[config.mk]
export PLATFORM = sky130hd
export DESIGN_NAME = dmem_ctrl
export DESIGN_NICKNAME = d
export VERILOG_FILES = /design/src/rtl/dmem_ctrl.sv
export SDC_FILE = /design/constraint.sdc
export NUM_CORES = 1
export LEC_CHECK = 0
export CAP_MARGIN = 20
export CORE_ASPECT_RATIO = 1.5
export CORE_MARGIN = 2
export CORE_UTILIZATION = 39
export DETAILED_ROUTE_END_ITERATION = 10
export PLACE_DENSITY = 0.8
export RECOVER_POWER = 50
export REMOVE_ABC_BUFFERS = 1
export SLEW_MARGIN = 40
export SYNTH_ARGS = -nofsm -noshare
export SYNTH_HDL_FRONTEND = slang
export SYNTH_SLANG_ARGS = --single-unit
export TNS_END_PERCENT = 5
[constraint.sdc]
create_clock -name clk -period 1.9 [get_ports clk]
set_clock_uncertainty 0.1 [all_clocks]
set_input_delay 0.19 -clock clk [delete_from_list [all_inputs] [get_ports clk]]
set_output_delay 0.19 -clock clk [all_outputs]
set_load 0.02 [all_outputs]
[src/rtl/dmem_ctrl.sv]
// dmem_ctrl: round-robin core/debug access to a 32-bit byte-write data RAM.
// Define DMEM_ALIGN_CHECK_EN to trap misaligned core accesses instead of forcing alignment.
module dmem_ctrl #(
    parameter int unsigned RAM_AW = 12
) (
    input  logic              clk,
    input  logic              rst_n,
    input  logic              core_req,
    input  logic              core_we,
    input  logic [1:0]        core_size,
    input  logic              core_unsigned,
    input  logic [31:0]       core_addr,
    input  logic [63:0]       core_wdata,
    output logic              core_ack,
    output logic              core_err,
    output logic [63:0]       core_rdata,
    input  logic              dbg_req,
    input  logic              dbg_we,
    input  logic [31:0]       dbg_addr,
    input  logic [31:0]       dbg_wdata,
    output logic              dbg_ack,
    output logic [31:0]       dbg_rdata,
    output logic [RAM_AW-1:0] ram_addr,
    output logic [3:0]        ram_we,
    output logic [31:0]       ram_wdata,
    input  logic [31:0]       ram_rdata
);
    localparam int unsigned AHI = RAM_AW + 1;
    localparam logic [1:0] SZ_BYTE = 2'b00;
    localparam logic [1:0] SZ_HALF = 2'b01;
    localparam logic [1:0] SZ_WORD = 2'b10;

    typedef enum logic [2:0] {IDLE, B0, B1, RESP, ERR} state_t;

    state_t            state_q, state_d;
    logic              last_dbg_q, last_dbg_d;
    logic              gnt_dbg_q, gnt_dbg_d;
    logic              lat_we_q, lat_we_d;
    logic [1:0]        lat_size_q, lat_size_d;
    logic              lat_uns_q, lat_uns_d;
    logic [1:0]        lat_off_q, lat_off_d;
    logic [RAM_AW-1:0] lat_waddr_q, lat_waddr_d;
    logic [31:0]       lat_whi_q, lat_whi_d;
    logic [31:0]       lo_word_q, lo_word_d;
    logic [RAM_AW-1:0] ram_addr_d;
    logic [3:0]        ram_we_d;
    logic [31:0]       ram_wdata_d;
    logic              core_ack_d, core_err_d, dbg_ack_d;

    logic [2:0]        core_amask;
    logic              core_mis;
    logic [AHI:0]      core_eff;
    logic              core_win;
    logic [3:0]        st_we;
    logic [31:0]       st_wdata;
    logic [31:0]       ld_shift;
    logic [63:0]       ld_data;
    logic              unused_addr;

    assign unused_addr = ^{core_addr[31:AHI+1], dbg_addr[31:AHI+1], dbg_addr[1:0]};

    // Natural-alignment mask per access size; either trap or clear the low bits.
    always_comb begin
        case (core_size)
            SZ_BYTE: core_amask = 3'b000;
            SZ_HALF: core_amask = 3'b001;
            SZ_WORD: core_amask = 3'b011;
            default: core_amask = 3'b111;
        endcase
`ifdef DMEM_ALIGN_CHECK_EN
        core_mis = |(core_addr[2:0] & core_amask);
        core_eff = core_addr[AHI:0];
`else
        core_mis = 1'b0;
        core_eff = {core_addr[AHI:3], core_addr[2:0] & ~core_amask};
`endif
    end

    // Store lane enables and replicated write data for the first beat.
    always_comb begin
        case (core_size)
            SZ_BYTE: begin
                st_we    = 4'b0001 << core_eff[1:0];
                st_wdata = {4{core_wdata[7:0]}};
            end
            SZ_HALF: begin
                st_we    = 4'b0011 << core_eff[1:0];
                st_wdata = {2{core_wdata[15:0]}};
            end
            default: begin
                st_we    = 4'b1111;
                st_wdata = core_wdata[31:0];
            end
        endcase
    end

    assign core_win = core_req && (!dbg_req || last_dbg_q);

    always_comb begin
        state_d     = state_q;
        last_dbg_d  = last_dbg_q;
        gnt_dbg_d   = gnt_dbg_q;
        lat_we_d    = lat_we_q;
        lat_size_d  = lat_size_q;
        lat_uns_d   = lat_uns_q;
        lat_off_d   = lat_off_q;
        lat_waddr_d = lat_waddr_q;
        lat_whi_d   = lat_whi_q;
        lo_word_d   = lo_word_q;
        ram_addr_d  = ram_addr;
        ram_we_d    = 4'b0000;
        ram_wdata_d = ram_wdata;
        core_ack_d  = 1'b0;
        core_err_d  = 1'b0;
        dbg_ack_d   = 1'b0;
        case (state_q)
            IDLE: begin
                if (core_win) begin
                    gnt_dbg_d   = 1'b0;
                    last_dbg_d  = 1'b0;
                    lat_we_d    = core_we;
                    lat_size_d  = core_size;
                    lat_uns_d   = core_unsigned;
                    lat_off_d   = core_eff[1:0];
                    lat_waddr_d = core_eff[AHI:2];
                    lat_whi_d   = core_wdata[63:32];
                    if (core_mis) begin
                        state_d    = ERR;
                        core_ack_d = 1'b1;
                        core_err_d = 1'b1;
                    end else begin
                        state_d     = B0;
                        ram_addr_d  = core_eff[AHI:2];
                        ram_we_d    = core_we ? st_we : 4'b0000;
                        ram_wdata_d = st_wdata;
                    end
                end else if (dbg_req) begin
                    gnt_dbg_d   = 1'b1;
                    last_dbg_d  = 1'b1;
                    lat_we_d    = dbg_we;
                    lat_size_d  = SZ_WORD;
                    lat_uns_d   = 1'b0;
                    lat_off_d   = 2'b00;
                    lat_waddr_d = dbg_addr[AHI:2];
                    state_d     = B0;
                    ram_addr_d  = dbg_addr[AHI:2];
                    ram_we_d    = dbg_we ? 4'b1111 : 4'b0000;
                    ram_wdata_d = dbg_wdata;
                end
            end
            B0: begin
                if (!gnt_dbg_q && lat_size_q == 2'b11) begin
                    state_d     = B1;
                    ram_addr_d  = RAM_AW'(lat_waddr_q + RAM_AW'(1));
                    ram_we_d    = lat_we_q ? 4'b1111 : 4'b0000;
                    ram_wdata_d = lat_whi_q;
                end else begin
                    state_d    = RESP;
                    core_ack_d = !gnt_dbg_q;
                    dbg_ack_d  = gnt_dbg_q;
                end
            end
            B1: begin
                lo_word_d  = ram_rdata;
                state_d    = RESP;
                core_ack_d = 1'b1;
            end
            RESP:    state_d = IDLE;
            ERR:     state_d = IDLE;
            default: state_d = IDLE;
        endcase
    end

    always_ff @(posedge clk or negedge rst_n) begin
        if (!rst_n) begin
            state_q     <= IDLE;
            last_dbg_q  <= 1'b1;
            gnt_dbg_q   <= 1'b0;
            lat_we_q    <= 1'b0;
            lat_size_q  <= 2'b00;
            lat_uns_q   <= 1'b0;
            lat_off_q   <= 2'b00;
            lat_waddr_q <= '0;
            lat_whi_q   <= 32'd0;
            lo_word_q   <= 32'd0;
            ram_addr    <= '0;
            ram_we      <= 4'b0000;
            ram_wdata   <= 32'd0;
            core_ack    <= 1'b0;
            core_err    <= 1'b0;
            dbg_ack     <= 1'b0;
        end else begin
            state_q     <= state_d;
            last_dbg_q  <= last_dbg_d;
            gnt_dbg_q   <= gnt_dbg_d;
            lat_we_q    <= lat_we_d;
            lat_size_q  <= lat_size_d;
            lat_uns_q   <= lat_uns_d;
            lat_off_q   <= lat_off_d;
            lat_waddr_q <= lat_waddr_d;
            lat_whi_q   <= lat_whi_d;
            lo_word_q   <= lo_word_d;
            ram_addr    <= ram_addr_d;
            ram_we      <= ram_we_d;
            ram_wdata   <= ram_wdata_d;
            core_ack    <= core_ack_d;
            core_err    <= core_err_d;
            dbg_ack     <= dbg_ack_d;
        end
    end

    // Load lane extraction; RAM data is only valid in RESP so rdata is formed there.
    always_comb begin
        ld_shift = ram_rdata >> {lat_off_q, 3'b000};
        case (lat_size_q)
            SZ_BYTE: ld_data = lat_uns_q ? {56'd0, ld_shift[7:0]}
                                         : {{56{ld_shift[7]}}, ld_shift[7:0]};
            SZ_HALF: ld_data = lat_uns_q ? {48'd0, ld_shift[15:0]}
                                         : {{48{ld_shift[15]}}, ld_shift[15:0]};
            SZ_WORD: ld_data = lat_uns_q ? {32'd0, ram_rdata}
                                         : {{32{ram_rdata[31]}}, ram_rdata};
            default: ld_data = {ram_rdata, lo_word_q};
        endcase
    end

    assign core_rdata = (state_q == RESP && !gnt_dbg_q && !lat_we_q) ? ld_data : 64'd0;
    assign dbg_rdata  = (state_q == RESP && gnt_dbg_q && !lat_we_q) ? ram_rdata : 32'd0;

endmodule

==> impl_metrics.yaml, run 1 <==
routing:
  dr.pass1.iters: 5
  drt-initial-drc-count: 391
  routedWlPerCell_um: 19.5
  wirelength_mm: 30.6
  postRouteAntennaNets: 0
  vias_per_cell: 5.61
  drc: 0
  vias: 8812
final_layout:
  fillerInstances: 1701
  antenna_cells: 0
  final_nets: 1496
  layout-drive-gt1-share: 0.279
  area_delta_synth_final_pct: 61.1
worst_hold_path:
  hp-class: "in2reg"
  hold_depth: 2
cts:
  insertion_delay_ns: 0.43
  cts_max_level: 4
  path_clk_slew_ns: 0.06
  cts_tree: "built"
  cts_buffers: 17
  cts_buffer_depth: 2
  cts-root-buf: "clkbuf_16"
  cts_sinks: 136
timing:
  min_period_over_period: 1.41
  hold_viol_final: 0
  max_slew.worst_pin.slew_ns: 0.947
  clock.fmax_mhz: 374
  setup_tns_ns: -46.81
  setup_viol: 140
  timing.hold.ws_ns: 0.0906
  final_max_slew_viol_count: 0
  rsz0062_at_grt: "yes"
  min_period_ns: 2.67
  slew-limit-headroom: 0.369
  setup_ws_ns: -0.773
floorplan:
  die_w_um: 123
  dieArea_um2: 22500
  rows: 65
  fp.dieH_um: 183
  boundaryPins: 348
  start_util: 0.396
  coreArea_um2: 21000
yosys:
  synth_area_leaders: "dfrtp_1 (41%), mux2_2 (8.8%), o21ai_0 (5.4%)"
  synth_top_area_frac: 0.407
  seq_area_frac_synth: 0.410
  synth_largest_area_cell: "dfrtp_1"
  synthSimpleGateAreaFrac: 0.158
  synthCells: 924
  yosys.area_share.adder: 0.00904
  synth_async_sr_flop_share: 1.00
  synth_most_common_cell: "dfrtp_1"
  netlist_area_um2: 8310
  synth_compound_area_frac: 0.239
  synth_top_family_by_area: "compound AO/OA/AOI/OAI gates"
  ys_seq_elements: 136
  synth_common_cells: "dfrtp_1 (135), nand2_1 (95), o21ai_0 (90)"
  syn_avg_cell_area_um2: 8.99
  synthFlopType: "dfrtp_1"
  synth_enable_flop_cells: 0
  yosysWarnings: 0
  synthMuxAreaShare: 0.132
  synthDistinctLibCells: 56
  synth_xor_area_frac: 0.00422
setup_path:
  arrival_ns: 2.38
  crit_fanout: 8
  cp_top_family: "buffers and inverters"
  worst-setup-path-type: "reg2out"
  worst_path_max_delay_cell: "mux4_2"
  critical_path_depth: 8
  cp_num_buf_inv: 4
  cpMostUsedCell: "buf_6"
  rr_worst_depth: 9
  endpoint_kind: "primary output"
  cp_data_required_time_ns: 1.61
  critPathMaxStageDelay_ns: 0.54
  worstPathCellList: "mux4_2 > and3_4 > a221oi_4 > buf_6 > buf_12 > buf_16 > nor2_2 > buf_6"
  cp-start-kind: "register"
power_and_ir_drop:
  power.leakage_nw: 5.68
  power_density_nw_per_um2: 1540
  peakVddDrop_mv: 0.793
job:
  drv_cap: 0
grt:
  grt_pass1_vias: 8872
  met2_usage: 0.480
  grt_use_total: 0.270
  gr-total-overflow: 0
  grt_busiest_layer: "met2"
  use_met1: 0.290
  grt_pass1_wl_mm: 47.1
  grt_antenna_before_repair: 0
  grt_max_degree: 47
  grt_use_met3: 0.0703
outcome:
  violations: "negative setup slack"
  status: "complete, but fails checks"
placement:
  place_ws_ns: -0.857
  gp_congestion: 0.871
  io_buffers: 308
  hpwl_mm: 21.7
==> sequential cells by signal, summed over array words and instances (netlist names) <==
| register | count |
|---|---|
| ram_addr | 12 |
| lat_whi_q | 32 |
| dbg_ack | 1 |
| lat_waddr_q | 12 |
| core_ack | 1 |
| ram_wdata | 32 |
| gnt_dbg_q | 1 |
| lo_word_q | 32 |
| lat_uns_q | 1 |
| ram_we | 4 |
| state_q | 2 |
| lat_size_q | 2 |
| last_dbg_q | 1 |
| lat_off_q | 2 |
| lat_we_q | 1 |
==> layout make-up <==
cell class / count / area [µm²] / share of cell area
clock buffer: 25 / 505 / 0.0378
multi-input combinational: 698 / 4770 / 0.357
tap: 268 / 335 / 0.0251
clock inverter: 7 / 90.1 / 0.00673
sequential: 136 / 3410 / 0.254
inverter: 7 / 26.3 / 0.00196
timing repair buffer: 429 / 4250 / 0.317
==> worst reg2reg max path: stages (launching register included) <==
cell and delay, ns:
dfrtp_1 0.39, buf_4 0.15, inv_1 0.07, ha_2 0.24, nor2_1 0.09, buf_4 0.14
a211oi_4 0.27, buf_4 0.25, o21ai_0 0.13, o21ai_0 0.17
==> metrics by stage <==
stage / util / instances / instance area, µm² / power, mW
3_5_place_dp: 0.592 / 1530 / 12400 / 16.1
6_report: 0.638 / 1570 / 13400 / 20.6
3_3_place_gp: 0.592 / 1530 / 12400 / 15.8
5_1_grt: 0.638 / 1570 / 13400 / 21.8
4_1_cts: 0.629 / 1570 / 13200 / 20.3
2_1_floorplan: - / 841 / 7940 / 10.9
==> placed cells by master (no fill, tap or decap), types with 16 or more instances in the layout <==
| cell type | instances |
|---|---|
| and2_1 | 29 |
| nor2b_1 | 16 |
| mux2i_1 | 33 |
| buf_4 | 103 |
| dfrtp_1 | 134 |
| nor2_1 | 54 |
| buf_6 | 64 |
| nand2_1 | 93 |
| a21oi_1 | 68 |
| nor2_2 | 20 |
| and3_1 | 21 |
| clkbuf_16 | 17 |
| mux2_2 | 65 |
| clkdlybuf4s50_1 | 209 |
| a211oi_1 | 39 |
| o21ai_0 | 90 |
==> cell families after synthesis <==
logic type                 after synthesis
buffers and inverters                   90
other                                    1
DFF                                    136
and+or+nand+nor                        280
xor gates and xnor gates                 4
adders and majority gates                6
muxes                                  100
AOI/OAI and AO/OA                      307
==> per-layer routing <==
metal / part of all wire / vias to the layer above
met5: 0 / -
met4: 0.042 / 0
met3: 0.069 / 80
met2: 0.53 / 353
met1: 0.36 / 4303
li1: - / 4076
==> path summary, 6_finish.rpt <==
check                                    startpoint                   endpoint  slack, ns
setup / recovery           lat_off_q[0]$_DFFE_PN0P_             core_rdata[35]      -0.77
hold / removal                         core_size[1]  lat_size_q[1]$_DFFE_PN0P_       0.09
setup reg to reg             state_q[1]$_DFFE_PN0P_  ram_wdata[30]$_DFFE_PN0P_      -0.19
hold reg to reg            ram_wdata[7]$_DFFE_PN0P_   ram_wdata[7]$_DFFE_PN0P_       0.37
max in group asynchronous                     rst_n  lat_whi_q[13]$_DFFE_PN0P_       0.23
min in group asynchronous                     rst_n  lat_whi_q[18]$_DFFE_PN0P_       0.35
==> what timing repair did <==
action,CTS,global route
cloned,3,0
pin swaps,4,11
setup buffers,4,0
gates resized for setup,466,81
endpoints found under the hold margin,111,0
hold buffers,1,0
setup endpoints to repair,141,151
==> power breakdown <==
| part | switching [mW] | internal [mW] | total (mW) | leakage (nW) |
|---|---|---|---|---|
| clock network | 1.23 | 2.10 | 3.33 | 0.289 |
| registers | 0.861 | 4.38 | 5.24 | 1.63 |
| logic | 6.32 | 5.72 | 12.0 | 3.76 |
| total | 8.42 | 12.2 | 20.6 | 5.68 |
Power figures use the tool's default switching activity.
==> run 2: changes to the inputs <==
- ABC_AREA: not set -> 1
- GPL_TIMING_DRIVEN: not set -> 0
- PLACE_DENSITY: 0.8 -> not set
- PLACE_DENSITY_LB_ADDON: not set -> 0.12
==> run 2 against run 1 <==
  * The flow still finishes with violations (negative setup slack)
  * Hold slack improved by 0.11 ns
  * Global-route usage increased by 4.2 points
  * Via count increased by 16%
  * Critical path depth unchanged
  * Largest cell class unchanged
  * Highest routed layer unchanged
==> impl_metrics.yaml, run 2 <==
outcome:
  status: "complete, but fails checks"
  violations: "negative setup slack"
timing:
  hold_viol_final: 0
  min_period_ns: 2.46
  final_max_slew_viol_count: 0
  min_period_over_period: 1.29
  max_slew.worst_pin.slew_ns: 0.978
  timing.hold.ws_ns: 0.197
  slew-limit-headroom: 0.348
  clock.fmax_mhz: 407
  setup_viol: 160
  setup_ws_ns: -0.555
  rsz0062_at_grt: "yes"
routing:
  wirelength_mm: 37.6
  routedWlPerCell_um: 20.1
  drt-initial-drc-count: 683
  drc: 0
  dr.pass1.iters: 6
  vias_per_cell: 5.47
  vias: 10219
  postRouteAntennaNets: 0
setup_path:
  worst_setup_path_startpoint: "lat_off_q[0]$_DFFE_PN0P_"
  rr_endpoint: "lat_waddr_q[0]$_DFFE_PN0P_"
  r2r_start: "state_q[1]$_DFFE_PN0P_"
  worst-setup-path-type: "reg2out"
  cp_top_family: "flip-flops"
  worstPathCellList: "nand2_2 > nand3_2 > nand2_2 > nand3_4 > nand2_8 > inv_1 > a21oi_2 > clkdlybuf4s15_2"
  rr_worst_depth: 6
  cp-endpoint: "core_rdata[8]"
  crit_fanout: 6
  cp_data_required_time_ns: 1.61
  worst_path_max_delay_cell: "dfrtp_4"
  arrival_ns: 2.17
  critPathMaxStageDelay_ns: 0.57
  endpoint_kind: "primary output"
  cp_num_buf_inv: 2
  cp-start-kind: "register"
  cpMostUsedCell: "nand2_2"
  reg2reg_setup_slack_ns: -0.23
  critical_path_depth: 8
grt:
  use_met1: 0.334
  grt_pass1_wl_mm: 52.5
  grt_max_degree: 72
  grt_use_total: 0.312
  grt_pass1_vias: 9550
  grt_busiest_layer: "met2"
  grt_antenna_before_repair: 3
  gr-total-overflow: 0
  met2_usage: 0.546
  grt_use_met3: 0.0726
worst_hold_path:
  hold_depth: 3
  hp-class: "in2reg"
power_and_ir_drop:
  power_density_nw_per_um2: 1670
  power.leakage_nw: 6.22
  peakVddDrop_mv: 0.774
floorplan:
  boundaryPins: 348
  fp.dieH_um: 182
  start_util: 0.394
  die_w_um: 122
  coreArea_um2: 20800
  rows: 65
  dieArea_um2: 22200
final_layout:
  final_common_cell: "nand2_1"
  regArea_um2: 3420
  instances_no_fill: 1869
  area_delta_synth_final_pct: 63.1
  fillerInstances: 1913
  layout-drive-gt1-share: 0.211
  layout_common_cells: "nand2_1 (336), clkdlybuf4s50_1 (210), nor2_1 (166)"
  final_core_util: 0.642
  final_cell_area_um2: 13400
  final_nets: 1794
  largestRegisters: "lat_whi_q (32), lo_word_q (32), ram_wdata (32)"
  multi_input_area_um2: 4760
yosys:
  synth_area_leaders: "dfrtp_1 (41%), nand2_1 (16%), o21ai_0 (11%)"
  syn_avg_cell_area_um2: 6.65
  synth_async_sr_flop_share: 1.00
  seq_area_frac_synth: 0.415
  synth_largest_area_cell: "dfrtp_1"
  synth_common_cells: "nand2_1 (353), o21ai_0 (176), nor2_1 (174)"
  yosysWarnings: 0
  synth_enable_flop_cells: 0
  synth_most_common_cell: "nand2_1"
  synthFlopType: "dfrtp_1"
  synth_top_area_frac: 0.412
  synthDistinctLibCells: 31
  netlist_area_um2: 8200
  ys_seq_elements: 136
  synthCells: 1233
cts:
  cts_buffer_depth: 2
  cts_tree: "built"
  path_clk_slew_ns: 0.06
  insertion_delay_ns: 0.43
  cts_sinks: 136
  cts_max_level: 4
  cts-root-buf: "clkbuf_16"
  cts_buffers: 17
placement:
  placed_cells: 1732
  hpwl_mm: 20.9
  io_buffers: 308
  gp_congestion: 0.869
  placed_cell_area_um2: 11500
  place_ws_ns: -1.82
job:
  drv_cap: 0
[run 2: cell count changes after synthesis, moves of 21 or more]
cell / previous run / this run
a211oi_1: 43 / 0
and2_1: 35 / 0
and3_1: 21 / 0
inv_1: 7 / 93
mux2_2: 65 / 1
mux2i_1: 34 / 0
nand2_1: 95 / 353
nand3_1: 3 / 52
nor2_1: 80 / 174
nor3_1: 12 / 37
o21ai_0: 90 / 176
[run 2: logic make-up (layout without fill, tap and decap cells)]
logic type	count (synthesis)	after routing	synth area share
DFF	136	136	0.415
other	1	4	0.000457
adders and majority gates	6	6	0.00915
muxes	1	1	0.00137
and+or+nand+nor	623	635	0.301
xor gates and xnor gates	3	3	0.00320
buffers and inverters	180	532	0.0882
AOI/OAI and AO/OA	283	284	0.182
[run 2: cell type report]
| cell class | instances | share of cell area |
|---|---|---|
| repair buffers | 399 | 0.284 |
| clock inverters | 4 | 0.00150 |
| flip-flops and latches | 136 | 0.255 |
| well taps | 268 | 0.0251 |
| inverters | 97 | 0.0363 |
| diodes | 3 | 0.000561 |
| clock buffers | 26 | 0.0366 |
| multi-input cells | 930 | 0.356 |
| repair inverters | 6 | 0.00459 |
[run 2: worst min-delay path by stage]
stage | to | slack (ns) | from
3_5_place_dp | lo_word_q[13]$_DFFE_PN0P_ | 0.06 | rst_n
4_1_cts | lat_whi_q[8]$_DFFE_PN0P_ | 0.18 | core_wdata[40]
5_1_grt | lat_whi_q[15]$_DFFE_PN0P_ | 0.19 | core_wdata[47]
2_1_floorplan | core_ack$_DFF_PN0_ | -0.21 | rst_n
3_3_place_gp | lat_whi_q[21]$_DFFE_PN0P_ | 0.35 | lat_whi_q[21]$_DFFE_PN0P_
6_report | lat_whi_q[8]$_DFFE_PN0P_ | 0.20 | core_wdata[40]
[run 2: through the flow]
step                      total power [mW]  TNS (ns)
after global routing                  23.6    -53.15
after CTS                             20.4    -63.92
final                                 22.3    -41.83
after floorplan                       10.8   -192.81
after detailed placement              15.2   -203.99
after global placement                14.9  -1284.41
[run 2: power by group]
group / internal [mW] / switching [mW] / total (mW) / leakage (nW)
logic: 5.50 / 8.50 / 14.0 / 4.31
registers: 4.36 / 0.904 / 5.26 / 1.66
clock network: 1.75 / 1.26 / 3.00 / 0.254
total: 11.6 / 10.7 / 22.3 / 6.22
[run 2: what timing repair did]
action / CTS / global route
endpoints found under the hold margin: 65 / 0
buffers inserted: 51 / 32
hold buffers: 1 / 0
gates cloned: 12 / 9
gates resized for setup: 543 / 129
setup endpoints to repair: 198 / 197
pin swaps: 20 / 22
[run 2: worst min-delay path, stage by stage]
cell	delay, ns
clkdlybuf4s50_1	0.39
nand2_1	0.06
nand2_1	0.04
[run 2: routing by layer]
metal  share of wire  routed length (µm)
met5               0                   0
met3           0.076                2870
met1            0.35               13300
met2            0.51               19200
met4           0.060                2260
==> run 3: changes to the inputs <==
- CORE_MARGIN: 2 -> 5
==> run 3 against run 2 <==
  * The run ends with negative hold slack, negative setup slack left
  * Sequential share of layout area increased by 0.34 points
  * Hold slack got worse by 0.22 ns
  * Core utilization fell by 1.1 points
  * Register-to-register slack worse by 0.17 ns
  * Global-route usage decreased by 3.3 points
  * Clock power up 26%
  * Die area up 8.4%
  * Wire length is 9.6% lower
==> impl_metrics.yaml, run 3 (synthesized netlist as in run 2, its figures left out) <==
floorplan:
  rows: 65
  dieArea_um2: 24100
  start_util: 0.392
  die_w_um: 128
  fp.dieH_um: 188
  coreArea_um2: 20900
  boundaryPins: 348
power_and_ir_drop:
  pwr-share-seq: 0.242
  p_int_mw: 11.7
  power_frac_comb: 0.582
  peakVddDrop_mv: 0.730
  clockPowerShare: 0.176
  power.leakage_nw: 6.04
  power_switching_mw: 9.80
  power_density_nw_per_um2: 1630
  switching_share: 0.455
cts:
  cts_tree: "built"
  path_clk_slew_ns: 0.06
  cts_buffers: 17
  cts-root-buf: "clkbuf_16"
  insertion_delay_ns: 0.43
  cts_sinks: 136
  cts_max_level: 4
  cts_buffer_depth: 2
timing:
  clock.fmax_mhz: 396
  setup_ws_ns: -0.623
  rsz0062_at_grt: "yes"
  setup_viol: 168
  timing.hold.ws_ns: -0.0198
  min_period_over_period: 1.33
  max_slew.worst_pin.slew_ns: 0.983
  min_period_ns: 2.52
  final_max_slew_viol_count: 0
  hold_viol_final: 1
  slew-limit-headroom: 0.344
setup_path:
  worstPathCellList: "clkinvlp_4 > nand2_2 > nand3_2 > nand2_2 > nand3_4 > nand2_4 > buf_12 > nor2_4 > buf_12 > a21oi_1 > buf_4"
  endpoint_kind: "primary output"
  cp_num_buf_inv: 4
  worst-setup-path-type: "reg2out"
  cp_top_family: "buffers and inverters"
  worst_path_max_delay_cell: "dfrtp_4"
  cp_data_required_time_ns: 1.61
  crit_fanout: 8
  arrival_ns: 2.23
  critPathMaxStageDelay_ns: 0.53
  cp-start-kind: "register"
final_layout:
  final_nets: 1745
  layout_common_cells: "nand2_1 (344), clkdlybuf4s50_1 (210), o21ai_0 (164)"
  layout-drive-gt1-share: 0.192
  area_delta_synth_final_pct: 60.8
  final_common_cell: "nand2_1"
  largestRegisters: "lat_whi_q (32), lo_word_q (32), ram_wdata (32)"
  final_cell_area_um2: 13200
  antenna_cells: 0
outcome:
  status: "complete, but fails checks"
  violations: "negative hold slack, negative setup slack"
worst_hold_path:
  hp-class: "in2async"
placement:
  gp_congestion: 0.818
  hpwl_mm: 21.6
  placed_cell_area_um2: 11600
  io_buffers: 308
routing:
  wirelength_mm: 34.0
  routedWlPerCell_um: 18.7
  dr.pass1.iters: 5
  postRouteAntennaNets: 0
  vias: 9537
  vias_per_cell: 5.25
  drt-initial-drc-count: 662
  drc: 0
grt:
  grt_max_degree: 69
  gr-total-overflow: 0
  grt_use_total: 0.279
  grt_pass1_vias: 9554
  grt_pass1_wl_mm: 52.6
  grt_antenna_before_repair: 1
job:
  drv_cap: 0
==> run 3: area by class of cell <==
class / count / area, µm²
Clock buffer: 18 / 429
Clock inverter: 13 / 228
Fill cell: 1924 / 7710
Inverter: 97 / 425
Multi-Input combinational cell: 921 / 4690
Sequential cell: 136 / 3410
Tap cell: 268 / 335
Timing Repair Buffer: 363 / 3650
Timing Repair inverter: 2 / 15.0
==> run 3: metrics by stage <==
| step | worst slack [ns] | TNS, ns | total power [mW] | utilization | cells |
|---|---|---|---|---|---|
| floorplan | -1.84 | -192.81 | 10.8 | - | 1150 |
| global placement | -5.39 | -1318.98 | 15.0 | 0.539 | 1726 |
| detailed placement | -2.08 | -229.62 | 15.4 | 0.553 | 1736 |
| CTS | -0.612 | -56.00 | 21.2 | 0.619 | 1813 |
| global route | -0.722 | -75.87 | 23.0 | 0.631 | 1818 |
| finish | -0.623 | -54.55 | 21.5 | 0.631 | 1818 |
==> run 3: metal layers <==
layer	global-route usage	wire, µm	up-vias
met5	0	0	-
met4	0.123	1450	0
met3	0.0747	2840	95
met2	0.489	17400	419
met1	0.314	12300	4419
li1	-	-	4604
==> run 3: power by group through the flow <==
| stage | Sequential, mW | Combinational (mW) | Clock [mW] |
|---|---|---|---|
| 2_1_floorplan | 5.64 | 5.17 | 0 |
| 5_1_grt | 5.39 | 13.7 | 3.96 |
| 3_5_place_dp | 5.22 | 10.2 | 0 |
| 3_3_place_gp | 5.17 | 9.78 | 0 |
| 4_1_cts | 5.21 | 12.1 | 3.84 |
| 6_report | 5.22 | 12.5 | 3.79 |
==> run 3: final timing paths <==
kind,to,slack (ns),depth (start not counted),startpoint
min in group clk,lat_whi_q[9]$_DFFE_PN0P_,0.19,3,core_wdata[41]
hold / removal,lo_word_q[25]$_DFFE_PN0P_,-0.02,2,rst_n
max in group asynchronous,last_dbg_q$_DFFE_PN1P_,0.19,4,rst_n
setup reg to reg,ram_addr[6]$_DFFE_PN0P_,-0.40,10,state_q[1]$_DFFE_PN0P_
hold reg to reg,lat_whi_q[21]$_DFFE_PN0P_,0.37,2,lat_whi_q[21]$_DFFE_PN0P_
setup / recovery,core_rdata[26],-0.62,11,lat_off_q[0]$_DFFE_PN0P_
==> run 3: timing repair <==
action                                  CTS  global route
resized for setup                       562            92
endpoints found under the hold margin    68             0
gates cloned                              7             0
hold buffers                              1             0
setup buffers                            38             9
pin swaps                                25             6
endpoints found under the setup margin  191           188
